<file path="src/rtl/mips_pkg.sv">
// rtl/mips_pkg.sv - shared constants and types for the instruction-memory loader
//
// Purpose: loader FSM state encoding, default instruction-memory depth and a
//          word-index to byte-address helper.
// Ports:   none (package).
package mips_pkg;

    localparam int IMEM_DEPTH = 1000;

    typedef enum logic [1:0] {
        ST_IDLE  = 2'd0,
        ST_RECV  = 2'd1,
        ST_WRITE = 2'd2,
        ST_DONE  = 2'd3
    } loader_state_t;

    // Word index to byte address: waddr is always word-aligned.
    function automatic logic [31:0] word_byte_addr(input logic [9:0] idx);
        return {20'd0, idx, 2'b00};
    endfunction

endpackage

</file>
<file path="src/rtl/imem_word_packer.sv">
// rtl/imem_word_packer.sv - little-endian byte-to-word assembler with byte counter
//
// Purpose: collects four bytes into one 32-bit word, byte k into bits [8k+7:8k].
// Ports:
//   clk, rst   rising-edge clock, asynchronous active-high reset
//   clear      drop any partial word and restart at byte 0 (wins over accept)
//   accept     byte_in is consumed this edge
//   byte_in    incoming byte
//   word       assembled word (holds its value after the fourth byte)
//   byte_idx   position the next accepted byte will fill
module imem_word_packer (
    input  logic        clk,
    input  logic        rst,
    input  logic        clear,
    input  logic        accept,
    input  logic [7:0]  byte_in,
    output logic [31:0] word,
    output logic [1:0]  byte_idx
);

    always_ff @(posedge clk or posedge rst) begin
        if (rst) begin
            word     <= 32'd0;
            byte_idx <= 2'd0;
        end else if (clear) begin
            word     <= 32'd0;
            byte_idx <= 2'd0;
        end else if (accept) begin
            case (byte_idx)
                2'd0:    word[7:0]   <= byte_in;
                2'd1:    word[15:8]  <= byte_in;
                2'd2:    word[23:16] <= byte_in;
                default: word[31:24] <= byte_in;
            endcase
            // Two-bit counter wraps to 0 after byte 3, ready for the next word.
            byte_idx <= byte_idx + 2'd1;
        end
    end

endmodule

</file>
<file path="src/rtl/imem_loader.sv">
// rtl/imem_loader.sv - streams program bytes into instruction memory while holding the CPU
//
// Purpose: on start, receives word_count little-endian 32-bit words as a byte
//          stream and writes each to instruction memory; releases cpu_hold
//          once the whole image is written.
// Ports:
//   clk, rst     rising-edge clock, asynchronous active-high reset
//   start        one-cycle pulse beginning a load (ignored while busy)
//   word_count   number of words to load, sampled on start (1..DEPTH valid)
//   abort        cancels an in-progress load
//   byte_in      program byte; byte_valid qualifies it
//   byte_ready   loader accepts a byte this cycle
//   we/waddr/wdata  instruction-memory write port (byte address, word-aligned)
//   busy         load in progress
//   done         last load completed
//   err          last start request was rejected
//   cpu_hold     processor held in reset while high
module imem_loader
    import mips_pkg::*;
#(
    parameter int DEPTH = IMEM_DEPTH
) (
    input  logic        clk,
    input  logic        rst,
    input  logic        start,
    input  logic [9:0]  word_count,
    input  logic        abort,
    input  logic [7:0]  byte_in,
    input  logic        byte_valid,
    output logic        byte_ready,
    output logic        we,
    output logic [31:0] waddr,
    output logic [31:0] wdata,
    output logic        busy,
    output logic        done,
    output logic        err,
    output logic        cpu_hold
);

    localparam logic [10:0] DEPTH_W = 11'(DEPTH);

    loader_state_t state;
    logic [9:0]    word_idx;
    logic [9:0]    latched_count;
    logic [1:0]    byte_idx;
    logic          idle_like;
    logic          count_ok;
    logic          start_ok;
    logic          accept;
    logic          last_byte;
    logic          packer_clear;

    assign idle_like    = (state == ST_IDLE) || (state == ST_DONE);
    assign count_ok     = (word_count != 10'd0) && ({1'b0, word_count} <= DEPTH_W);
    assign start_ok     = idle_like && start && count_ok;
    assign accept       = (state == ST_RECV) && byte_valid;
    assign last_byte    = accept && (byte_idx == 2'd3);
    // abort discards the partial word; a fresh start also begins from byte 0.
    assign packer_clear = start_ok || (abort && !idle_like);

    imem_word_packer u_packer (
        .clk      (clk),
        .rst      (rst),
        .clear    (packer_clear),
        .accept   (accept),
        .byte_in  (byte_in),
        .word     (wdata),
        .byte_idx (byte_idx)
    );

    always_ff @(posedge clk or posedge rst) begin
        if (rst) begin
            state         <= ST_IDLE;
            word_idx      <= 10'd0;
            latched_count <= 10'd0;
            done          <= 1'b0;
            err           <= 1'b0;
        end else begin
            case (state)
                ST_IDLE, ST_DONE: begin
                    if (start) begin
                        if (count_ok) begin
                            latched_count <= word_count;
                            word_idx      <= 10'd0;
                            done          <= 1'b0;
                            err           <= 1'b0;
                            state         <= ST_RECV;
                        end else begin
                            err  <= 1'b1;
                            done <= 1'b0;
                        end
                    end
                end
                ST_RECV: begin
                    // Abort wins over completing a word, so no write is issued.
                    if (abort) begin
                        state <= ST_IDLE;
                    end else if (last_byte) begin
                        state <= ST_WRITE;
                    end
                end
                ST_WRITE: begin
                    if (abort) begin
                        state <= ST_IDLE;
                    end else begin
                        word_idx <= word_idx + 10'd1;
                        if (word_idx == latched_count - 10'd1) begin
                            state <= ST_DONE;
                            done  <= 1'b1;
                        end else begin
                            state <= ST_RECV;
                        end
                    end
                end
                default: state <= ST_IDLE;
            endcase
        end
    end

    // Outputs are decoded from state or taken straight from registers.
    assign byte_ready = (state == ST_RECV);
    assign we         = (state == ST_WRITE);
    assign busy       = (state == ST_RECV) || (state == ST_WRITE);
    assign cpu_hold   = (state != ST_DONE);
    assign waddr      = word_byte_addr(word_idx);

endmodule

</file>
<file path="config.mk">
export PLATFORM = sky130hd
export DESIGN_NAME = imem_loader
export DESIGN_NICKNAME = d
export VERILOG_FILES = /design/src/rtl/mips_pkg.sv /design/src/rtl/imem_word_packer.sv /design/src/rtl/imem_loader.sv
export SDC_FILE = /design/constraint.sdc
export NUM_CORES = 1
export LEC_CHECK = 0
export CORE_ASPECT_RATIO = 2
export CORE_MARGIN = 10
export CORE_UTILIZATION = 49
export DETAILED_ROUTE_END_ITERATION = 6
export GPL_ROUTABILITY_DRIVEN = 0
export GPL_TIMING_DRIVEN = 0
export PLACE_DENSITY = 0.88
export SYNTH_ARGS = -nofsm -noshare
export SYNTH_HDL_FRONTEND = slang
export SYNTH_HIERARCHICAL = 1
export SYNTH_SLANG_ARGS = --single-unit
</file>
<file path="constraint.sdc">
create_clock -name clk -period 2.3 [get_ports clk]
set_input_delay 0.46 -clock clk [delete_from_list [all_inputs] [get_ports clk]]
set_output_delay 0.46 -clock clk [all_outputs]
set_load 0.01 [all_outputs]
</file>
# After elaboration in Yosys (flattened, before gate mapping)
# Index checks and enable logic that the tools add are counted.
[totals]
out_inout_bits = 70
ff_bits = 58
elab_cells = 81
input_bits = 23
[op_classes]
eq_ne = 14
n_addsub = 3
n_reduce_logical = 29
n_mux = 24
magnitude_cmp = 1
[ops]
columns = ["cell", "count"]
rows = [
  ["2-to-1 mux 32 bit", 2],
  ["2-to-1 mux 8 bit", 4],
  ["2-to-1 mux 10 bit", 3],
  ["one-hot mux 10 bit (2 select lines)", 1],
  ["2-to-1 mux 2 bit", 8],
  ["adder 10 x 1 -> 10 bit, second input constant", 1],
  ["equality test 10 bit", 1],
  ["less-or-equal comparator 10 bit, second input constant", 1],
  ["AND reduction 2 bit", 5],
  ["nonzero test 10 bit", 1],
  ["nonzero test 2 bit", 5],
  ["subtractor 10 x 1 -> 10 bit, second input constant", 1],
  ["equality test 2 bit, second input constant", 4],
  ["!= test 2 bit, second input constant", 4],
  ["AND reduction 4 bit", 2],
  ["logical AND 1 bit", 6],
  ["one-hot mux 2 bit (3 select lines)", 1],
  ["AND reduction 3 bit", 2],
  ["equality test 2 x 1 -> 1 bit, second input constant", 2],
  ["zero test 2 bit", 2],
  ["2-to-1 mux 1 bit", 4],
  ["!= test 2 x 1 -> 1 bit, second input constant", 2],
  ["logical OR 1 bit", 3],
  ["!= test 3 x 2 -> 1 bit, second input constant", 1],
  ["5 further kinds", 5],
]

# Depth between registers and ports, before layout
# Gate-level depths: netlist of the first run.
[depth]
depth_word = 7
mapped_depth = 9
mapped_depth_nobuf = 7

# By module
# Netlist of the first run, hierarchy kept.
[by_module_without_submodules]
columns = ["mod", "area_each_um2", "cells_each", "instances"]
rows = [
  ["imem_loader", 1829.3, 205, 1],
  ["imem_word_packer", 1596.5, 130, 1],
]

# Least setup slack after synthesis of the first run
# Ideal clock, no wire load.
[synth_path]
path_kind = "input to register"
startpoint = "input port word_count[3]"
endpoint = "register u_packer.word[19]"
t_required_ns = 2.221
cell_stages = 8
t_arrival_ns = 2.177
setup_slack_ns = 0.044
setup_ns = 0.079
path_cell_list = "or4_1 -> nor4_1 -> nor3_1 -> buf_2 -> a21o_1 -> clkbuf_2 -> nand2b_1 -> mux2i_1"
[synth_between]
elab_chain_len = 6
word_cells_on_any_way = 9
[synth_rtl]
columns = ["item", "line_no", "rtl"]
rows = [
  ["start: declaration", "imem_loader.sv:26", "input logic [9:0] word_count,"],
  ["less-or-equal comparator 10 bit or nonzero test 10 bit (tied branches)", "imem_loader.sv:54", "assign count_ok = (word_count != 10'd0) && ({1'b0, word_count} <= DEPTH_W);"],
  ["logical AND 1 bit *", "imem_loader.sv:54", ""],
  ["logical AND 1 bit *", "imem_loader.sv:55", "assign start_ok = idle_like && start && count_ok;"],
  ["logical OR 1 bit *", "imem_loader.sv:59", "assign packer_clear = start_ok || (abort && !idle_like);"],
  ["net packer_clear", "imem_loader.sv:51", "logic packer_clear;"],
  ["nonzero test 2 bit (no line)", "-", ""],
  ["AND reduction 2 bit (no line)", "-", ""],
  ["end signal: assignment", "imem_word_packer.sv:32", "2'd2: word[23:16] <= byte_in;"],
  ["end: declaration", "imem_word_packer.sv:17", "output logic [31:0] word,"],
]
# The timed path passes the listed nets; every way through them passes the cells marked *.
# A chain may end at the register's enable or synchronous reset.

# Worst setup path after layout of the first run
# Ends and elaborated chain as after synthesis.

==> results.py, run 1 <==
metrics = {
    "status": {
        "status": "complete, no violations",
    },
    "routing": {
        "drc": 0,
        "first_pass_iters": 4,
        "drtAntennaViolNets": 0,
        "drtIter0Drc": 225,
        "routed_via_density": 5.37,
        "vias": 2893,
        "routedWlPerCell_um": 19.0,
        "drt-total-wl_um": 10200,
    },
    "floorplanning": {
        "dieArea_sq_um": 10900,
        "io_pins": 93,
        "core-area_sq_um": 6890,
        "die_w_um": 79.1,
        "rows": 43,
        "dieHeight_um": 138,
        "initial_utilization": 0.497,
    },
    "power": {
        "peakVddDrop_mv": 0.746,
        "p_leak_nw": 2.25,
        "power_density_nw_per_um2": 1090,
        "finalPower_mw": 5.29,
    },
    "clock_tree": {
        "cts_root_buf": "clkbuf_16",
        "clkLatencyLatePin_ns": 0.33,
        "numCtsBuffers": 9,
        "h-tree-depth": 3,
        "clockBufferDepth": 2,
        "cts_tree": "done",
        "cts_sinks": 58,
        "clk_pin_slew_ns": 0.05,
    },
    "timing": {
        "worst_slew_pin_slew_ns": 0.933,
        "rsz0062_at_grt": "true",
        "clock_skew_ns": 0.00510,
        "relSlewSlack": 0.377,
        "hold_violations": 0,
        "finalCritPeriodShare": 0.989,
        "max_freq_mhz": 439,
        "min_period_ns": 2.28,
        "maxSlewViolCount": 0,
        "worst_slack_ns": 0.0244,
        "finalSetupViolations": 0,
    },
    "flow_run": {
        "maxCapViolations": 0,
    },
    "synth": {
        "yosysTopAreaCellShare": 0.424,
        "synth_area_sq_um": 3430,
        "ys.flop_type": "dfrtp_1",
        "ys_ff_latch": 58,
        "synth_area_leaders": "dfrtp_1 (42%), mux2i_1 (9.6%), nand2b_1 (7.7%)",
        "yosys.area.top_type": "dfrtp_1",
        "ys_async_sr_fraction": 1.00,
        "synthDistinctLibCells": 53,
        "synthCells": 335,
        "ys_warn_count": 6,
        "syn_area_per_cell_sq_um": 10.2,
        "synth_edf_count": 0,
        "ys_seq_area_frac": 0.424,
    },
    "setup_path": {
        "r2r_cells": 5,
        "arrival_ns": 2.51,
        "criticalPathCategory": "in2reg",
        "end_kind": "register",
        "slowest_stage": "or4_4",
        "worstPathMaxFanout": 10,
        "max_stage_delay_ns": 0.58,
        "worstPathCellList": "dlygate4sd2_1 > or4_4 > nor4_4 > nor3_4 > buf_6 > a21o_4 > buf_8 > nand2b_4 > mux2i_1",
        "cp.required_ns": 2.53,
        "start_kind": "primary input",
    },
    "finish": {
        "diodes": 0,
        "seq_area_sq_um": 1450,
        "multiInputGateArea_sq_um": 1890,
        "syn_to_final_growth_pct": 41.6,
        "final_cell_area_sq_um": 4850,
        "fin_nets": 476,
        "n_fill_cell": 527,
        "drive_gt1_frac": 0.214,
    },
    "place": {
        "pre_cts_ws_ns": -1.34,
        "io_buffers": 70,
        "dp_hpwl_um": 7650,
        "place_area_sq_um": 4320,
    },
    "global_routing": {
        "grt_max_degree": 35,
        "grt-ovfl-total": 0,
        "grt_pass1_vias": 3185,
        "grt_pass1_wl_um": 16400,
        "grtUsageTotal": 0.189,
        "grt_antenna_before_repair": 0,
    },
    "worst_hold_path": {
        "hold_class": "in2async",
    },
}
## state kept, by name (all words and copies together), names as in the netlist
name and count:
u_packer/word 32, err 1, done 1, word_idx 10
u_packer/byte_idx 2, latched_count 10, state 2
## cells in the final DEF (no fill, tap or decap), drive strengths merged, types with 3 or more instances in the layout
master and instances:
and2 5, and3 6, buf 41, clkbuf 16
clkdlybuf4s50 61, clkinv 4, conb 22, dfrtp 58
dlygate4sd2 7, ha 9, inv 10, mux2 9
mux2i 33, nand2 29, nand2b 42, nand3 4
nand3b 5, nor2 8, nor3 5, nor4 3
o211ai 4, o21ai 11, o221ai 6, or3 3
or4 5, xnor2 9, xor2 5
## cells by family after synthesis
family,after synthesis,synth area share
buf+inv,49,0.0877
mux,42,0.126
xor+xnor,14,0.0358
simple gates,124,0.212
fa+ha+maj,9,0.0329
compound gates,38,0.0811
other cells,1,0.00109
flops,58,0.424
## metal layers
metal	track usage	wire length, um
met3	0.0584	673
met4	0.122	555
met2	0.339	5560
met1	0.176	3450
met5	0	0
## repair_timing
action,CTS,global route
setup buffers,3,3
pin swaps,3,6
gates resized for setup,43,11
endpoints found under the setup margin,59,46
cloned,1,0
hold buffers,0,0
## where the power goes
part / leakage, nW / internal, mW / switching [mW]
logic: 1.34 / 1.34 / 1.24
clock network: 0.133 / 0.751 / 0.437
registers: 0.777 / 1.26 / 0.264
total: 2.25 / 3.35 / 1.94
## path summary, 6_finish.rpt
| kind | slack [ns] | end | from |
|---|---|---|---|
| max | 0.02 | u_packer/word[19] | word_count[3] |
| min | 0.42 | u_packer/word[9] | rst |
| max reg2reg | 0.05 | state[1] | latched_count[2] |
| min reg2reg | 0.54 | u_packer/word[9] | u_packer/word[9] |
| max in group asynchronous | 0.98 | latched_count[3] | rst |
| min in group clk | 0.46 | latched_count[6] | word_count[6] |
## worst max-delay path: cells and delay by family
family,cells,cell delay (ns)
AO/OA/AOI/OAI,1,0.22
buffers and inverters,3,0.55
multiplexers,1,0.19
AND/OR/NAND/NOR,4,1.08
## metrics by stage
step / instances / hold WS [ns] / setup TNS, ns / utilization
floorplan: 356 / 0.475 / 0 / -
global placement: 516 / 0.509 / -54.48 / 0.627
detailed placement: 516 / 0.534 / -57.97 / 0.627
CTS: 535 / 0.547 / 0 / 0.693
global route: 539 / 0.457 / -0.0193 / 0.704
finish: 539 / 0.423 / 0 / 0.704
## final cells by class
class / instances / area share
plain buffers: 37 / 0.0630
clock buffers: 13 / 0.0516
clock inverters: 3 / 0.00310
inverters: 11 / 0.00851
multi-input cells: 249 / 0.390
flip-flops and latches: 58 / 0.300
well taps: 90 / 0.0232
repair buffers: 78 / 0.161
## synth_stat cells (4+ instances only)
library cell	n
dfrtp_1	58
nand2_1	27
mux2i_1	33
nand2b_1	42
clkbuf_1	5
buf_4	23
inv_1	11
nand3_1	4
xor2_1	5
o21ai_0	9
ha_1	9
nand3b_1	5
o221ai_1	6
o211ai_1	4
buf_2	5
mux2_2	9
xnor2_1	9
nor3_1	5
and3_1	6
nor2_1	8
Power figures use the tool's default switching activity.
==> inputs of run 2 (changes only) <==
Settings changed: CORE_MARGIN 10 to not set.
==> run 2 against run 1 <==
Global-route usage rose by 8.9 points; clock power hardly changed; highest routed layer unchanged; worst hold slack improved by 0.029 ns; non-clock buffer count shrank 3; final cell count down 1.5%; flip-flop and latch count unchanged; critical endpoint is now done; largest power group unchanged; sequential share of layout area rose by 0.19 points; critical path depth down 4.
==> results.py, run 2 (same netlist as run 1, synthesis figures left out) <==
metrics = {
    "finish": {
        "final_cell_mix": "clkdlybuf4s50_1 (62), dfrtp_1 (56), nand2b_1 (34)",
        "diodes": 0,
        "layout_commonest_cell": "clkdlybuf4s50_1",
        "largestRegisters": "u_packer/word: 32 flops, latched_count: 10 flops, word_idx: 10 flops",
        "fin_nets": 473,
        "largest_reg_flops": 32,
        "drive_gt1_frac": 0.217,
        "fin_cells": 531,
        "regMostFlops": "u_packer/word",
        "syn_to_final_growth_pct": 40.7,
    },
    "setup_path": {
        "worstPathCellList": "or4_4 > or4_4 > a211oi_2 > o2111ai_2 > o21ai_1",
        "start_kind": "register",
        "max_stage_delay_ns": 0.59,
        "criticalPathCategory": "reg2reg",
        "slowest_stage": "or4_4",
        "cp.required_ns": 2.55,
        "arrival_ns": 2.50,
        "end_kind": "register",
        "worstPathMaxFanout": 8,
        "r2r_cells": 5,
        "path_common_cell": "or4_4",
    },
    "floorplanning": {
        "rows": 42,
        "io_pins": 93,
        "dieArea_sq_um": 7350,
        "initial_utilization": 0.513,
        "die_w_um": 61.1,
        "core-area_sq_um": 6670,
        "dieHeight_um": 120,
    },
    "global_routing": {
        "grt_antenna_before_repair": 0,
        "grt_pass1_vias": 3123,
        "grtUsageTotal": 0.278,
        "grt_pass1_wl_um": 14800,
        "grt-ovfl-total": 0,
        "grt_max_degree": 35,
    },
    "routing": {
        "routed_via_density": 5.48,
        "drt-total-wl_um": 9480,
        "drtIter0Drc": 298,
        "first_pass_iters": 4,
        "drtAntennaViolNets": 0,
        "routedWlPerCell_um": 17.9,
        "vias": 2912,
        "drc": 0,
    },
    "timing": {
        "min_period_ns": 2.25,
        "hold_violations": 0,
        "hold_slack_ns": 0.452,
        "finalSetupViolations": 0,
        "max_freq_mhz": 445,
        "maxSlewViolCount": 0,
        "tns_ns": 0,
        "clock_skew_ns": 0.00446,
        "relSlewSlack": 0.356,
        "finalCritPeriodShare": 0.978,
        "rsz0062_at_grt": "false",
        "worst_slew_pin_slew_ns": 0.965,
    },
    "clock_tree": {
        "clkLatencyLatePin_ns": 0.33,
        "clk_pin_slew_ns": 0.05,
        "h-tree-depth": 3,
        "numCtsBuffers": 9,
        "cts_sinks": 58,
        "clockBufferDepth": 2,
        "cts_tree": "done",
        "cts_root_buf": "clkbuf_16",
        "cts_hold_repair.buffers": 0,
    },
    "place": {
        "io_buffers": 70,
        "placedCellCount": 514,
        "dp_hpwl_um": 6790,
    },
    "power": {
        "power_density_nw_per_um2": 1110,
        "peakVddDrop_mv": 0.814,
        "p_leak_nw": 2.25,
    },
    "worst_hold_path": {
        "hold_depth": 2,
        "hold_class": "in2reg",
    },
    "status": {
        "status": "complete, no violations",
    },
    "flow_run": {
        "maxCapViolations": 0,
    },
}
-- run 2: power by group --
| part | internal, mW | switching [mW] | total [mW] |
|---|---|---|---|
| Clock | 0.768 | 0.435 | 1.20 |
| Sequential | 1.26 | 0.255 | 1.52 |
| Combinational | 1.37 | 1.25 | 2.62 |
-- run 2: worst max-delay path: cells and delay by family, from the launching register on --
family,cells,cell delay (ns)
and+or+nand+nor,2,1.13
DFF,1,0.45
AOI/OAI and AO/OA,3,0.60
-- run 2: metal layers --
layer | routed length (um) | GRT usage
met1 | 3160 | 0.266
met2 | 5430 | 0.499
met3 | 501 | 0.0610
met4 | 387 | 0.175
met5 | 0 | 0
-- run 2: path summary, 6_finish.rpt --
check	slack [ns]	startpoint	end
max	0.05	latched_count[2]	done
min	0.45	word_count[7]	latched_count[7]
max reg2reg	0.05	latched_count[2]	done
min reg2reg	0.53	err	err
max in group asynchronous	0.94	rst	latched_count[2]
min in group asynchronous	0.60	rst	u_packer/word[16]
-- run 2: layout make-up --
type / instances / area [sq um]
Tap cell: 88 / 110
Buffer: 36 / 292
Inverter: 11 / 41.3
Clock buffer: 13 / 260
Timing Repair Buffer: 76 / 763
Fill cell: 462 / 1850
Sequential cell: 58 / 1450
Multi-Input combinational cell: 249 / 1900
-- run 2: repair_timing --
item	CTS	global route
gates cloned	1	0
pin swaps	4	5
resized for setup	39	13
setup buffers	4	1
endpoints found under the setup margin	52	37
-- run 2: stage by stage --
step / utilization / power (mW) / area [sq um] / setup slack, ns
after global placement: 0.647 / 3.54 / 4320 / -0.985
after CTS: 0.717 / 5.24 / 4790 / -0.00253
final: 0.722 / 5.34 / 4820 / 0.0506
after floorplan: - / 2.87 / 3500 / 0.0438
after detailed placement: 0.647 / 3.63 / 4320 / -1.03
after global routing: 0.722 / 5.57 / 4820 / 0.00575
==> inputs of run 3 (changes only) <==
Settings changed: SKIP_CTS_REPAIR_TIMING set to 1, TNS_END_PERCENT set to 10.
==> run 3 against run 2 <==
Routed wire length is 2.1% lower; sequential share of layout area is 0.23 points higher; clock power hardly changed; total power is 3.1% lower; register-to-register slack hardly changed; first-iteration DRC count is 23% lower; core utilization is 0.54 points lower; largest power group unchanged.
==> results.py, run 3 (same netlist as run 1, synthesis figures left out) <==
metrics = {
    "finish": {
        "multiInputGateArea_sq_um": 1860,
        "final_cell_mix": "clkdlybuf4s50_1 (62), dfrtp_1 (56), nand2b_1 (38)",
        "largestRegisters": "u_packer/word: 32 flops, latched_count: 10 flops, word_idx: 10 flops",
        "n_fill_cell": 465,
        "fin_nets": 476,
        "layout_commonest_cell": "clkdlybuf4s50_1",
        "regMostFlops": "u_packer/word",
        "seq_area_sq_um": 1450,
        "drive_gt1_frac": 0.209,
        "syn_to_final_growth_pct": 39.6,
        "largest_reg_flops": 32,
        "diodes": 0,
    },
    "global_routing": {
        "grt_pass1_wl_um": 14200,
        "grt-ovfl-total": 0,
        "grt_antenna_before_repair": 0,
        "grt_max_degree": 35,
        "grtUsageTotal": 0.266,
        "grt_pass1_vias": 3073,
    },
    "routing": {
        "drtIter0Drc": 228,
        "drc": 0,
        "vias": 2899,
        "routedWlPerCell_um": 17.4,
        "first_pass_iters": 4,
        "drtAntennaViolNets": 0,
        "routed_via_density": 5.43,
        "drt-total-wl_um": 9280,
    },
    "setup_path": {
        "worstPathCellList": "clkdlybuf4s50_1 > or4_4 > nor4_4 > nor3_4 > a21o_1 > buf_4 > nand2b_1 > mux2i_1",
        "worstReg2RegEnd": "state[1]",
        "arrival_ns": 2.49,
        "start_kind": "primary input",
        "critPathTopFamily": "simple AND/OR/NAND/NOR gates",
        "criticalPathCategory": "in2reg",
        "reg2reg_from": "latched_count[2]",
        "cp.required_ns": 2.54,
        "cp_num_buf_inv": 2,
        "worstPathMaxFanout": 5,
        "r2r_cells": 5,
        "max_stage_delay_ns": 0.46,
        "end_kind": "register",
        "rrSetupSlack_ns": 0.06,
        "slowest_stage": "or4_4",
    },
    "clock_tree": {
        "numCtsBuffers": 9,
        "h-tree-depth": 3,
        "cts_tree": "done",
        "cts_root_buf": "clkbuf_16",
        "clkLatencyLatePin_ns": 0.33,
        "clockBufferDepth": 2,
        "cts_sinks": 58,
        "clk_pin_slew_ns": 0.05,
    },
    "timing": {
        "rsz0062_at_grt": "true",
        "hold_slack_ns": 0.441,
        "min_period_ns": 2.24,
        "max_freq_mhz": 446,
        "worst_slew_pin_slew_ns": 0.998,
        "finalSetupViolations": 0,
        "finalCritPeriodShare": 0.975,
        "hold_violations": 0,
        "clock_skew_ns": 0.00403,
        "relSlewSlack": 0.334,
        "maxSlewViolCount": 0,
    },
    "place": {
        "io_buffers": 70,
        "dp_hpwl_um": 6790,
    },
    "floorplanning": {
        "core-area_sq_um": 6670,
        "rows": 42,
        "die_w_um": 61.1,
        "dieHeight_um": 120,
        "dieArea_sq_um": 7350,
        "io_pins": 93,
        "initial_utilization": 0.513,
    },
    "power": {
        "peakVddDrop_mv": 0.797,
        "power_density_nw_per_um2": 1080,
        "finalPower_mw": 5.17,
        "p_leak_nw": 2.26,
    },
    "worst_hold_path": {
        "min_to": "latched_count[1]",
        "hold_class": "in2reg",
        "hold_depth": 3,
        "min-delay-start": "word_count[1]",
    },
    "flow_run": {
        "maxCapViolations": 0,
    },
    "status": {
        "status": "complete, no violations",
    },
}
==> run 3: where the power goes <==
group          internal (mW)  leakage [nW]  switching (mW)
registers               1.26         0.777           0.253
clock network          0.767         0.128           0.426
logic                   1.24          1.36            1.22
==> run 3: stage by stage <==
stage,util,instance area [sq um],setup WS [ns],setup TNS [ns],std cells
finish,0.717,4780,0.0575,0,534
CTS,0.686,4580,-0.697,-25.20,527
global route,0.717,4780,-0.0284,-0.0428,534
detailed placement,0.647,4320,-1.03,-43.38,514
floorplan,-,3500,0.0438,0,356
global placement,0.647,4320,-0.985,-40.67,514
==> run 3: layout make-up <==
cell class              instances  share of cell area
repair buffers                 79               0.165
plain buffers                  36              0.0565
well taps                      88              0.0230
flip-flops and latches         58               0.304
inverters                      11             0.00863
clock buffers                  13              0.0544
multi-input cells             249               0.389
==> run 3: worst max path at each step <==
stage | from | to | slack (ns) | cells past startpoint
global placement | word_count[0] | u_packer/word[19] | -0.99 | 9
floorplan | word_count[3] | u_packer/word[19] | 0.04 | 8
global route | word_count[6] | u_packer/word[25] | -0.03 | 8
finish | word_count[6] | u_packer/word[1] | 0.06 | 8
detailed placement | word_count[0] | u_packer/word[27] | -1.03 | 9
CTS | word_count[0] | u_packer/word[27] | -0.70 | 9
==> run 3: layer usage <==
metal,up-vias,part of all wire,GRT usage
met4,0,0.043,0.182
met1,1397,0.33,0.250
met5,-,0,0
met3,33,0.052,0.0620
li1,1339,-,-
met2,130,0.57,0.472
==> run 3: worst min-delay path, cell delays in order <==
cell            delay, ns
dlymetal6s2s_1       0.15
nand2_1              0.06
o21ai_0              0.06
